File: src/rtl/tlp_mwr_axi_wr_if.sv
// Bus bundle for the MWr-to-AXI write bridge: demux write-port TLP stream plus AXI4 AW/W/B.
// The master view belongs to the bridge (AXI master, TLP stream sink).
interface tlp_mwr_axi_wr_if #(
   parameter int DOUBLE_WORD  = 32'd32,
   parameter int HEADER_SIZE  = 32'd4 * DOUBLE_WORD,
   parameter int PAYLOAD_SIZE = 32'd8 * DOUBLE_WORD,
   parameter int ADDR_WIDTH   = 32'd64
);
   logic [PAYLOAD_SIZE-1:0]   in_data;
   logic [HEADER_SIZE-1:0]    in_hdr;
   logic                      in_sop;
   logic                      in_eop;
   logic                      in_valid;
   logic                      in_ready;
   logic [ADDR_WIDTH-1:0]     m_axi_awaddr;
   logic [7:0]                m_axi_awlen;
   logic [2:0]                m_axi_awsize;
   logic [1:0]                m_axi_awburst;
   logic                      m_axi_awvalid;
   logic                      m_axi_awready;
   logic [PAYLOAD_SIZE-1:0]   m_axi_wdata;
   logic [PAYLOAD_SIZE/8-1:0] m_axi_wstrb;
   logic                      m_axi_wlast;
   logic                      m_axi_wvalid;
   logic                      m_axi_wready;
   logic [1:0]                m_axi_bresp;
   logic                      m_axi_bvalid;
   logic                      m_axi_bready;

   modport master (
      input  in_data, in_hdr, in_sop, in_eop, in_valid,
      output in_ready,
      output m_axi_awaddr, m_axi_awlen, m_axi_awsize, m_axi_awburst, m_axi_awvalid,
      input  m_axi_awready,
      output m_axi_wdata, m_axi_wstrb, m_axi_wlast, m_axi_wvalid,
      input  m_axi_wready,
      input  m_axi_bresp, m_axi_bvalid,
      output m_axi_bready
   );

   modport slave (
      output in_data, in_hdr, in_sop, in_eop, in_valid,
      input  in_ready,
      input  m_axi_awaddr, m_axi_awlen, m_axi_awsize, m_axi_awburst, m_axi_awvalid,
      output m_axi_awready,
      input  m_axi_wdata, m_axi_wstrb, m_axi_wlast, m_axi_wvalid,
      output m_axi_wready,
      output m_axi_bresp, m_axi_bvalid,
      input  m_axi_bready
   );
endinterface

File: src/rtl/tlp_mwr_axi_wr.sv
// Turns each MWr TLP into one AXI4 INCR write burst, one TLP in flight at a time.
// Malformed or unsupported TLPs are drained and flagged with single-cycle error pulses.
module tlp_mwr_axi_wr #(
   parameter int DOUBLE_WORD  = 32'd32,
   parameter int HEADER_SIZE  = 32'd4 * DOUBLE_WORD,
   parameter int PAYLOAD_SIZE = 32'd8 * DOUBLE_WORD,
   parameter int ADDR_WIDTH   = 32'd64
) (
   input  logic             clk,
   input  logic             rst_n,
   tlp_mwr_axi_wr_if.master bus,
   input  logic             enable,
   output logic             busy,
   output logic             err_type,
   output logic             err_align,
   output logic             err_len,
   output logic             err_resp
);
   localparam int LANES  = PAYLOAD_SIZE / DOUBLE_WORD;
   localparam int STRB_W = PAYLOAD_SIZE / 32'd8;

   localparam logic [2:0] ST_IDLE  = 3'd0;
   localparam logic [2:0] ST_AW    = 3'd1;
   localparam logic [2:0] ST_W     = 3'd2;
   localparam logic [2:0] ST_PAD   = 3'd3;
   localparam logic [2:0] ST_B     = 3'd4;
   localparam logic [2:0] ST_DRAIN = 3'd5;

   logic [HEADER_SIZE-1:0]  hdr_s;
   logic [2:0]              state_r, state_nxt_s;
   logic [ADDR_WIDTH-1:0]   awaddr_r, addr_s;
   logic [7:0]              awlen_r, awlen_s, beat_cnt_r, beat_cnt_nxt_s;
   logic [10:0]             len_r, len_s, len_m1_s;
   logic [3:0]              fbe_r, lbe_r;
   logic                    drain_r, drain_nxt_s, awvalid_r, bready_r, busy_r;
   logic                    err_type_r, err_align_r, err_len_r, err_resp_r;
   logic                    type_p_s, align_p_s, len_p_s, resp_p_s;
   logic                    start_s, is_mwr_s, aligned_s, last_beat_s, unused_hdr_s;
   logic                    in_ready_s, wvalid_s, wlast_s;
   logic [PAYLOAD_SIZE-1:0] wdata_s;
   logic [STRB_W-1:0]       wstrb_s;

   // DW i of the TLP: 0 -> firstBE, length-1 -> lastBE, beyond length -> none, else all
   function automatic logic [STRB_W-1:0] beat_strb(input logic [7:0] beat, input logic [10:0] len,
                                                   input logic [3:0] fbe, input logic [3:0] lbe);
      logic [STRB_W-1:0] s;
      logic [10:0]       idx;
      s = '0;
      for (int k = 0; k < LANES; k++) begin
         idx = {beat, 3'(k)};
         if (idx >= len)                 s[32'd4*k +: 4] = 4'h0;
         else if (idx == 11'd0)          s[32'd4*k +: 4] = fbe;
         else if (idx == len - 11'd1)    s[32'd4*k +: 4] = lbe;
         else                            s[32'd4*k +: 4] = 4'hF;
      end
      return s;
   endfunction

   assign hdr_s        = bus.in_hdr;
   assign unused_hdr_s = ^{hdr_s[97:96], hdr_s[63:40], hdr_s[31], hdr_s[23:10]};

   // Header field decode; only latched when a new TLP starts in IDLE
   always_comb begin
      if (hdr_s[29]) addr_s = {hdr_s[95:64], hdr_s[127:98], 2'b00};
      else           addr_s = {32'd0, hdr_s[95:66], 2'b00};
      if (hdr_s[9:0] == 10'd0) len_s = 11'd1024;
      else                     len_s = {1'b0, hdr_s[9:0]};
      len_m1_s  = len_s - 11'd1;
      awlen_s   = len_m1_s[10:3];
      is_mwr_s  = hdr_s[30] & (hdr_s[28:24] == 5'd0);
      aligned_s = (addr_s[4:0] == 5'd0);
   end

   assign start_s     = enable & bus.in_valid & bus.in_sop;
   assign last_beat_s = (beat_cnt_r == awlen_r);

   // Next-state, W-channel pass-through and error-pulse generation
   always_comb begin
      state_nxt_s    = state_r;
      beat_cnt_nxt_s = beat_cnt_r;
      drain_nxt_s    = drain_r;
      in_ready_s     = 1'b0;
      wvalid_s       = 1'b0;
      wdata_s        = '0;
      wstrb_s        = '0;
      wlast_s        = 1'b0;
      type_p_s       = 1'b0;
      align_p_s      = 1'b0;
      len_p_s        = 1'b0;
      resp_p_s       = 1'b0;
      case (state_r)
         ST_IDLE: begin
            if (start_s) begin
               beat_cnt_nxt_s = 8'd0;
               drain_nxt_s    = 1'b0;
               if (!is_mwr_s) begin
                  type_p_s    = 1'b1;
                  state_nxt_s = ST_DRAIN;
               end else if (!aligned_s) begin
                  align_p_s   = 1'b1;
                  state_nxt_s = ST_DRAIN;
               end else begin
                  state_nxt_s = ST_AW;
               end
            end else begin
               state_nxt_s = ST_IDLE;
            end
         end
         ST_AW: begin
            if (bus.m_axi_awready) state_nxt_s = ST_W;
            else                   state_nxt_s = ST_AW;
         end
         ST_W: begin
            in_ready_s = bus.m_axi_wready;
            wvalid_s   = bus.in_valid;
            wdata_s    = bus.in_data;
            wstrb_s    = beat_strb(beat_cnt_r, len_r, fbe_r, lbe_r);
            wlast_s    = last_beat_s;
            if (bus.in_valid & bus.m_axi_wready) begin
               beat_cnt_nxt_s = beat_cnt_r + 8'd1;
               if (last_beat_s) begin
                  state_nxt_s = ST_B;
                  if (!bus.in_eop) begin
                     len_p_s     = 1'b1;
                     drain_nxt_s = 1'b1;
                  end else begin
                     drain_nxt_s = 1'b0;
                  end
               end else if (bus.in_eop) begin
                  len_p_s     = 1'b1;
                  state_nxt_s = ST_PAD;
               end else begin
                  state_nxt_s = ST_W;
               end
            end else begin
               state_nxt_s = ST_W;
            end
         end
         ST_PAD: begin
            wvalid_s = 1'b1;
            wlast_s  = last_beat_s;
            if (bus.m_axi_wready) begin
               beat_cnt_nxt_s = beat_cnt_r + 8'd1;
               if (last_beat_s) state_nxt_s = ST_B;
               else             state_nxt_s = ST_PAD;
            end else begin
               state_nxt_s = ST_PAD;
            end
         end
         ST_B: begin
            if (bus.m_axi_bvalid) begin
               resp_p_s = (bus.m_axi_bresp != 2'b00);
               if (drain_r) state_nxt_s = ST_DRAIN;
               else         state_nxt_s = ST_IDLE;
            end else begin
               state_nxt_s = ST_B;
            end
         end
         ST_DRAIN: begin
            in_ready_s = 1'b1;
            if (bus.in_valid & bus.in_eop) state_nxt_s = ST_IDLE;
            else                           state_nxt_s = ST_DRAIN;
         end
         default: state_nxt_s = ST_IDLE;
      endcase
   end

   // State, burst descriptor and registered control/error outputs
   always_ff @(posedge clk or negedge rst_n) begin
      if (!rst_n) begin
         state_r     <= ST_IDLE;
         awaddr_r    <= '0;
         awlen_r     <= 8'd0;
         len_r       <= 11'd0;
         fbe_r       <= 4'd0;
         lbe_r       <= 4'd0;
         beat_cnt_r  <= 8'd0;
         drain_r     <= 1'b0;
         awvalid_r   <= 1'b0;
         bready_r    <= 1'b0;
         busy_r      <= 1'b0;
         err_type_r  <= 1'b0;
         err_align_r <= 1'b0;
         err_len_r   <= 1'b0;
         err_resp_r  <= 1'b0;
      end else begin
         state_r     <= state_nxt_s;
         beat_cnt_r  <= beat_cnt_nxt_s;
         drain_r     <= drain_nxt_s;
         awvalid_r   <= (state_nxt_s == ST_AW);
         bready_r    <= (state_nxt_s == ST_B);
         busy_r      <= (state_nxt_s != ST_IDLE);
         err_type_r  <= type_p_s;
         err_align_r <= align_p_s;
         err_len_r   <= len_p_s;
         err_resp_r  <= resp_p_s;
         if ((state_r == ST_IDLE) && start_s) begin
            awaddr_r <= addr_s;
            awlen_r  <= awlen_s;
            len_r    <= len_s;
            fbe_r    <= hdr_s[35:32];
            lbe_r    <= hdr_s[39:36];
         end else begin
            awaddr_r <= awaddr_r;
            awlen_r  <= awlen_r;
            len_r    <= len_r;
            fbe_r    <= fbe_r;
            lbe_r    <= lbe_r;
         end
      end
   end

   assign bus.in_ready      = in_ready_s;
   assign bus.m_axi_awaddr  = awaddr_r;
   assign bus.m_axi_awlen   = awlen_r;
   assign bus.m_axi_awsize  = 3'd5;
   assign bus.m_axi_awburst = 2'b01;
   assign bus.m_axi_awvalid = awvalid_r;
   assign bus.m_axi_wdata   = wdata_s;
   assign bus.m_axi_wstrb   = wstrb_s;
   assign bus.m_axi_wlast   = wlast_s;
   assign bus.m_axi_wvalid  = wvalid_s;
   assign bus.m_axi_bready  = bready_r;
   assign busy              = busy_r;
   assign err_type          = err_type_r;
   assign err_align         = err_align_r;
   assign err_len           = err_len_r;
   assign err_resp          = err_resp_r;
endmodule

File: src/flat_wrapper.sv
// flat-port wrapper written by rule: the top's interface ports become plain ports
module tlp_mwr_axi_wr_flat 
#(
   parameter int DOUBLE_WORD  = 32'd32,
   parameter int HEADER_SIZE  = 32'd4 * DOUBLE_WORD,
   parameter int PAYLOAD_SIZE = 32'd8 * DOUBLE_WORD,
   parameter int ADDR_WIDTH   = 32'd64
)
  (clk, rst_n, enable, busy, err_type, err_align, err_len, err_resp, bus_in_data, bus_in_hdr, bus_in_sop, bus_in_eop, bus_in_valid, bus_in_ready, bus_m_axi_awaddr, bus_m_axi_awlen, bus_m_axi_awsize, bus_m_axi_awburst, bus_m_axi_awvalid, bus_m_axi_awready, bus_m_axi_wdata, bus_m_axi_wstrb, bus_m_axi_wlast, bus_m_axi_wvalid, bus_m_axi_wready, bus_m_axi_bresp, bus_m_axi_bvalid, bus_m_axi_bready);
  tlp_mwr_axi_wr_if #(.DOUBLE_WORD(DOUBLE_WORD), .HEADER_SIZE(HEADER_SIZE), .PAYLOAD_SIZE(PAYLOAD_SIZE), .ADDR_WIDTH(ADDR_WIDTH)) bus_i ();
  input  logic clk;
  input  logic rst_n;
  input  logic enable;
  output logic busy;
  output logic err_type;
  output logic err_align;
  output logic err_len;
  output logic err_resp;
  input wire logic [$bits(bus_i.in_data)-1:0] bus_in_data;
  input wire logic [$bits(bus_i.in_hdr)-1:0] bus_in_hdr;
  input wire logic [$bits(bus_i.in_sop)-1:0] bus_in_sop;
  input wire logic [$bits(bus_i.in_eop)-1:0] bus_in_eop;
  input wire logic [$bits(bus_i.in_valid)-1:0] bus_in_valid;
  output wire logic [$bits(bus_i.in_ready)-1:0] bus_in_ready;
  output wire logic [$bits(bus_i.m_axi_awaddr)-1:0] bus_m_axi_awaddr;
  output wire logic [$bits(bus_i.m_axi_awlen)-1:0] bus_m_axi_awlen;
  output wire logic [$bits(bus_i.m_axi_awsize)-1:0] bus_m_axi_awsize;
  output wire logic [$bits(bus_i.m_axi_awburst)-1:0] bus_m_axi_awburst;
  output wire logic [$bits(bus_i.m_axi_awvalid)-1:0] bus_m_axi_awvalid;
  input wire logic [$bits(bus_i.m_axi_awready)-1:0] bus_m_axi_awready;
  output wire logic [$bits(bus_i.m_axi_wdata)-1:0] bus_m_axi_wdata;
  output wire logic [$bits(bus_i.m_axi_wstrb)-1:0] bus_m_axi_wstrb;
  output wire logic [$bits(bus_i.m_axi_wlast)-1:0] bus_m_axi_wlast;
  output wire logic [$bits(bus_i.m_axi_wvalid)-1:0] bus_m_axi_wvalid;
  input wire logic [$bits(bus_i.m_axi_wready)-1:0] bus_m_axi_wready;
  input wire logic [$bits(bus_i.m_axi_bresp)-1:0] bus_m_axi_bresp;
  input wire logic [$bits(bus_i.m_axi_bvalid)-1:0] bus_m_axi_bvalid;
  output wire logic [$bits(bus_i.m_axi_bready)-1:0] bus_m_axi_bready;
  assign bus_i.in_data = bus_in_data;
  assign bus_i.in_hdr = bus_in_hdr;
  assign bus_i.in_sop = bus_in_sop;
  assign bus_i.in_eop = bus_in_eop;
  assign bus_i.in_valid = bus_in_valid;
  assign bus_in_ready = bus_i.in_ready;
  assign bus_m_axi_awaddr = bus_i.m_axi_awaddr;
  assign bus_m_axi_awlen = bus_i.m_axi_awlen;
  assign bus_m_axi_awsize = bus_i.m_axi_awsize;
  assign bus_m_axi_awburst = bus_i.m_axi_awburst;
  assign bus_m_axi_awvalid = bus_i.m_axi_awvalid;
  assign bus_i.m_axi_awready = bus_m_axi_awready;
  assign bus_m_axi_wdata = bus_i.m_axi_wdata;
  assign bus_m_axi_wstrb = bus_i.m_axi_wstrb;
  assign bus_m_axi_wlast = bus_i.m_axi_wlast;
  assign bus_m_axi_wvalid = bus_i.m_axi_wvalid;
  assign bus_i.m_axi_wready = bus_m_axi_wready;
  assign bus_i.m_axi_bresp = bus_m_axi_bresp;
  assign bus_i.m_axi_bvalid = bus_m_axi_bvalid;
  assign bus_m_axi_bready = bus_i.m_axi_bready;
  tlp_mwr_axi_wr #(.DOUBLE_WORD(DOUBLE_WORD), .HEADER_SIZE(HEADER_SIZE), .PAYLOAD_SIZE(PAYLOAD_SIZE), .ADDR_WIDTH(ADDR_WIDTH)) u_core (.clk(clk), .rst_n(rst_n), .bus(bus_i), .enable(enable), .busy(busy), .err_type(err_type), .err_align(err_align), .err_len(err_len), .err_resp(err_resp));
endmodule
File: config.mk
export PLATFORM = sky130hd
export DESIGN_NAME = tlp_mwr_axi_wr_flat
export DESIGN_NICKNAME = d
export VERILOG_FILES = /design/src/rtl/tlp_mwr_axi_wr_if.sv /design/src/rtl/tlp_mwr_axi_wr.sv /design/src/flat_wrapper.sv
export SDC_FILE = /design/constraint.sdc
export NUM_CORES = 1
export LEC_CHECK = 0
export CAP_MARGIN = 5
export CORE_AREA = 4 4 299 301
export DETAILED_ROUTE_END_ITERATION = 10
export DIE_AREA = 0 0 303 305
export MAX_ROUTING_LAYER = met4
export PLACE_DENSITY = 0.3
export SETUP_SLACK_MARGIN = 0.3
export SLEW_MARGIN = 10
export SYNTH_ARGS = -nofsm -noshare
export SYNTH_HDL_FRONTEND = slang
export SYNTH_SLANG_ARGS = --single-unit
File: constraint.sdc
create_clock -name clk -period 6.1 [get_ports clk]
set_clock_uncertainty 0.15 [all_clocks]
set_input_delay 0.61 -clock clk [delete_from_list [all_inputs] [get_ports clk]]
set_output_delay 0.61 -clock clk [all_outputs]
set_load 0.03 [all_outputs]
==> run summary <==
# rows - 108
Post-synth ARST share - 1.00
mux cell area share after synthesis - 0.0400
most common cell after layout, fill and taps aside - clkdlybuf4s50_1
core area - 86600 um^2
GR Util All Layers - 0.193
Fin Setup TNS - 0 ns
worst skew pair latency - 0.38 ns
syn_area_per_cell - 7.81 um^2
most frequent cells in the layout - clkdlybuf4s50_1 (719), and2_1 (260), nand2_1 (126)
crit path launch type - register
final worst path period need - 4.64 ns
Tightest Pin Transition - 1.16 ns
MaxCap Viol Count - 0
Die Span Y - 305 um
post-synthesis adder-cell area fraction - 0.0200
Vias per Instance - 3.38
YS warnings - 0
Initial DRC Count - 406
CP Launch Point - u_core.len_r[3]$_DFFE_PN0P_
Final setup viols - 0
first drt pass iteration count - 5
vias in the first global route - 9911
largest net degree at the start of global routing - 119
GPL Wtd Cong - 0.994
Final ANT Viol Nets - 0
Via Count - 9604
CTS Root Cell - clkbuf_16
total CTS buffers - 9
Die Width - 303 um
Post-CTS Hold Fix Bufs - 0
post-synthesis sequential area ratio - 0.360
Final Hold Vio Count - 0
clock transition at the registers of the reported paths - 0.09 ns
WL final - 89.4 mm
CP Capture Type - output pin
clock tree buffer depth - 2
Slew Limit Fails - 0
full die area - 92400 um^2
post-CTS setup buffers - 0
compound-gate portion of the synthesized area - 0.100
critical path type - reg2out
initial cell density of the core - 0.0867
htree depth - 3
Nets - 2035
combinational family with the most area after synthesis - simple AND/OR/NAND/NOR gates
Synth Area in XOR/XNOR - 0.0256
synthesized instance count - 962
Post-Synth Simple-Gate Area - 0.400
fill count - 9681
CP required - 5.34 ns
Yosys reg bits - 108
clock group share of total power - 0.080
switching power - 4940 uW
I/O Buffers - 721
Min-Delay Path Class - in2async
DP Wirelength - 80.7 mm
Post-synth EDFFs - 0
Crit path arrival time - 3.88 ns
Routed wire per std cell - 31.4 um
CTS resizes - 0
layout cells sized above 1 - 0.0263
CTS tree - yes
unrepaired setup endpoints after global routing - false
static leakage - 0.00635 uW
Rel. slew slack - 0.224
Seq pwr share - 0.148
I/O pin cnt - 770
pwr/cell area - 536 nW/um^2
combinational power share - 0.772
Internal Dissipation - 3860 uW
final worst path period share - 0.761
initial antenna violation count - 93
Post-Syn Area - 7510 um^2
ys flop type - dfrtp_1
Residual DRC - 0
Area Growth Syn to Fin - 119%
status - completed
critical path fanouts, max - 12
Reg2Reg Launch Point - u_core.beat_cnt_r[3]$_DFFE_PN0P_
first-pass GRT wire length - 112 mm
count of different cell masters after synthesis - 56
Max Fclk - 0.216 GHz
hold_ws - 0.238 ns
Reg2Reg Depth - 8
clock sink count - 108
switching part of the total - 0.562
grt total ovfl - 0
VDD IR max - 0.000276 V
## routing by layer
metal	GRT usage	share of wire	wire, um
met5	-	0	0
met4	0.0249	0.015	1330
met3	0.102	0.12	10700
met2	0.340	0.51	45400
met1	0.194	0.36	32000
## cell usage after synthesis, types with 4 or more instances
master	count	area, um^2
ha_1	12	150
nand4_1	4	25.0
dfrtp_1	108	2700
buf_4	7	52.6
buf_1	4	15.0
a31oi_1	10	62.6
a21oi_1	65	325
nor2b_1	6	37.5
nand2b_1	5	31.3
nand2_1	126	473
buf_2	5	25.0
o21ai_0	32	160
o21a_1	5	37.5
nand3_1	40	200
xnor2_1	6	52.6
nor3_1	20	100
and3_1	4	25.0
nor2_1	67	251
clkbuf_1	62	233
mux2i_1	30	300
inv_1	17	63.8
nor4_1	9	56.3
xor2_1	16	140
and2_1	260	1630
## power by group through the flow
stage / Sequential, uW / Combinational (uW) / Clock [uW]
floorplan: 1580 / 3120 / 0
global placement: 1310 / 6990 / 0
detailed placement: 1320 / 6970 / 0
CTS: 1310 / 6990 / 745
global route: 1340 / 7160 / 765
finish: 1300 / 6800 / 702
## final cells by class
class | count | area [um^2] | share of cell area
Timing Repair Buffer | 730 | 7300 | 0.445
Multi-Input combinational cell | 762 | 4440 | 0.270
Sequential cell | 108 | 2700 | 0.165
Tap cell | 1155 | 1450 | 0.0880
Clock buffer | 9 | 225 | 0.0137
Antenna cell | 56 | 140 | 0.00853
Clock inverter | 7 | 105 | 0.00640
Inverter | 17 | 63.8 | 0.00389
## critical path: stages (launching register included)
cell             delay [ns]
dfrtp_1                0.46
or4_4                  0.59
nor3_4                 0.21
nor4b_2                0.27
a311oi_2               0.08
nor4b_2                1.00
a31oi_1                0.23
clkdlybuf4s50_1        0.66
## state kept, by name (all words and copies together), names as in the netlist
signal                    count
u_core.err_type               1
u_core.fbe_r                  4
u_core.bus.m_axi_awlen        8
u_core.len_r                 11
u_core.lbe_r                  4
u_core.state_r                3
u_core.err_resp               1
u_core.drain_r                1
u_core.bus.m_axi_awvalid      1
u_core.beat_cnt_r             8
u_core.err_len                1
u_core.bus.m_axi_awaddr      62
u_core.err_align              1
u_core.bus.m_axi_bready       1
u_core.busy                   1
## cell families (layout without fill, tap and decap cells)
family,count (synthesis),in the layout
XOR/XNOR,22,22
adder cells (fa/ha/maj),12,12
other,2,63
buffers and inverters,97,763
AO/OA/AOI/OAI,131,131
flip-flops,108,108
multiplexers,30,30
AND/OR/NAND/NOR,560,560
## worst paths after layout
kind,end,slack (ns)
max in group asynchronous,u_core.state_r[1]$_DFF_PN0_,4.37
worst min-delay path,u_core.bus.m_axi_awaddr[22]$_DFFE_PN0P_,0.24
min in group clk,u_core.bus.m_axi_awaddr[47]$_DFFE_PN0P_,0.32
worst max register to register,u_core.bus.m_axi_bready$_DFF_PN0_,3.03
worst max-delay path,bus_m_axi_wstrb[2],1.46
worst min register to register,u_core.bus.m_axi_awaddr[47]$_DFFE_PN0P_,0.32
## metrics by stage
stage | setup WS [ns] | utilization | area [um^2] | power, uW | instances
after floorplan | 2.97 | - | 7530 | 4700 | 967
after global placement | 1.88 | 0.184 | 16000 | 8300 | 2772
after detailed placement | 1.85 | 0.184 | 16000 | 8280 | 2772
after CTS | 1.38 | 0.188 | 16300 | 9040 | 2788
after global routing | 1.17 | 0.189 | 16400 | 9270 | 2840
final | 1.46 | 0.190 | 16400 | 8800 | 2844
Power figures use the tool's default switching activity.
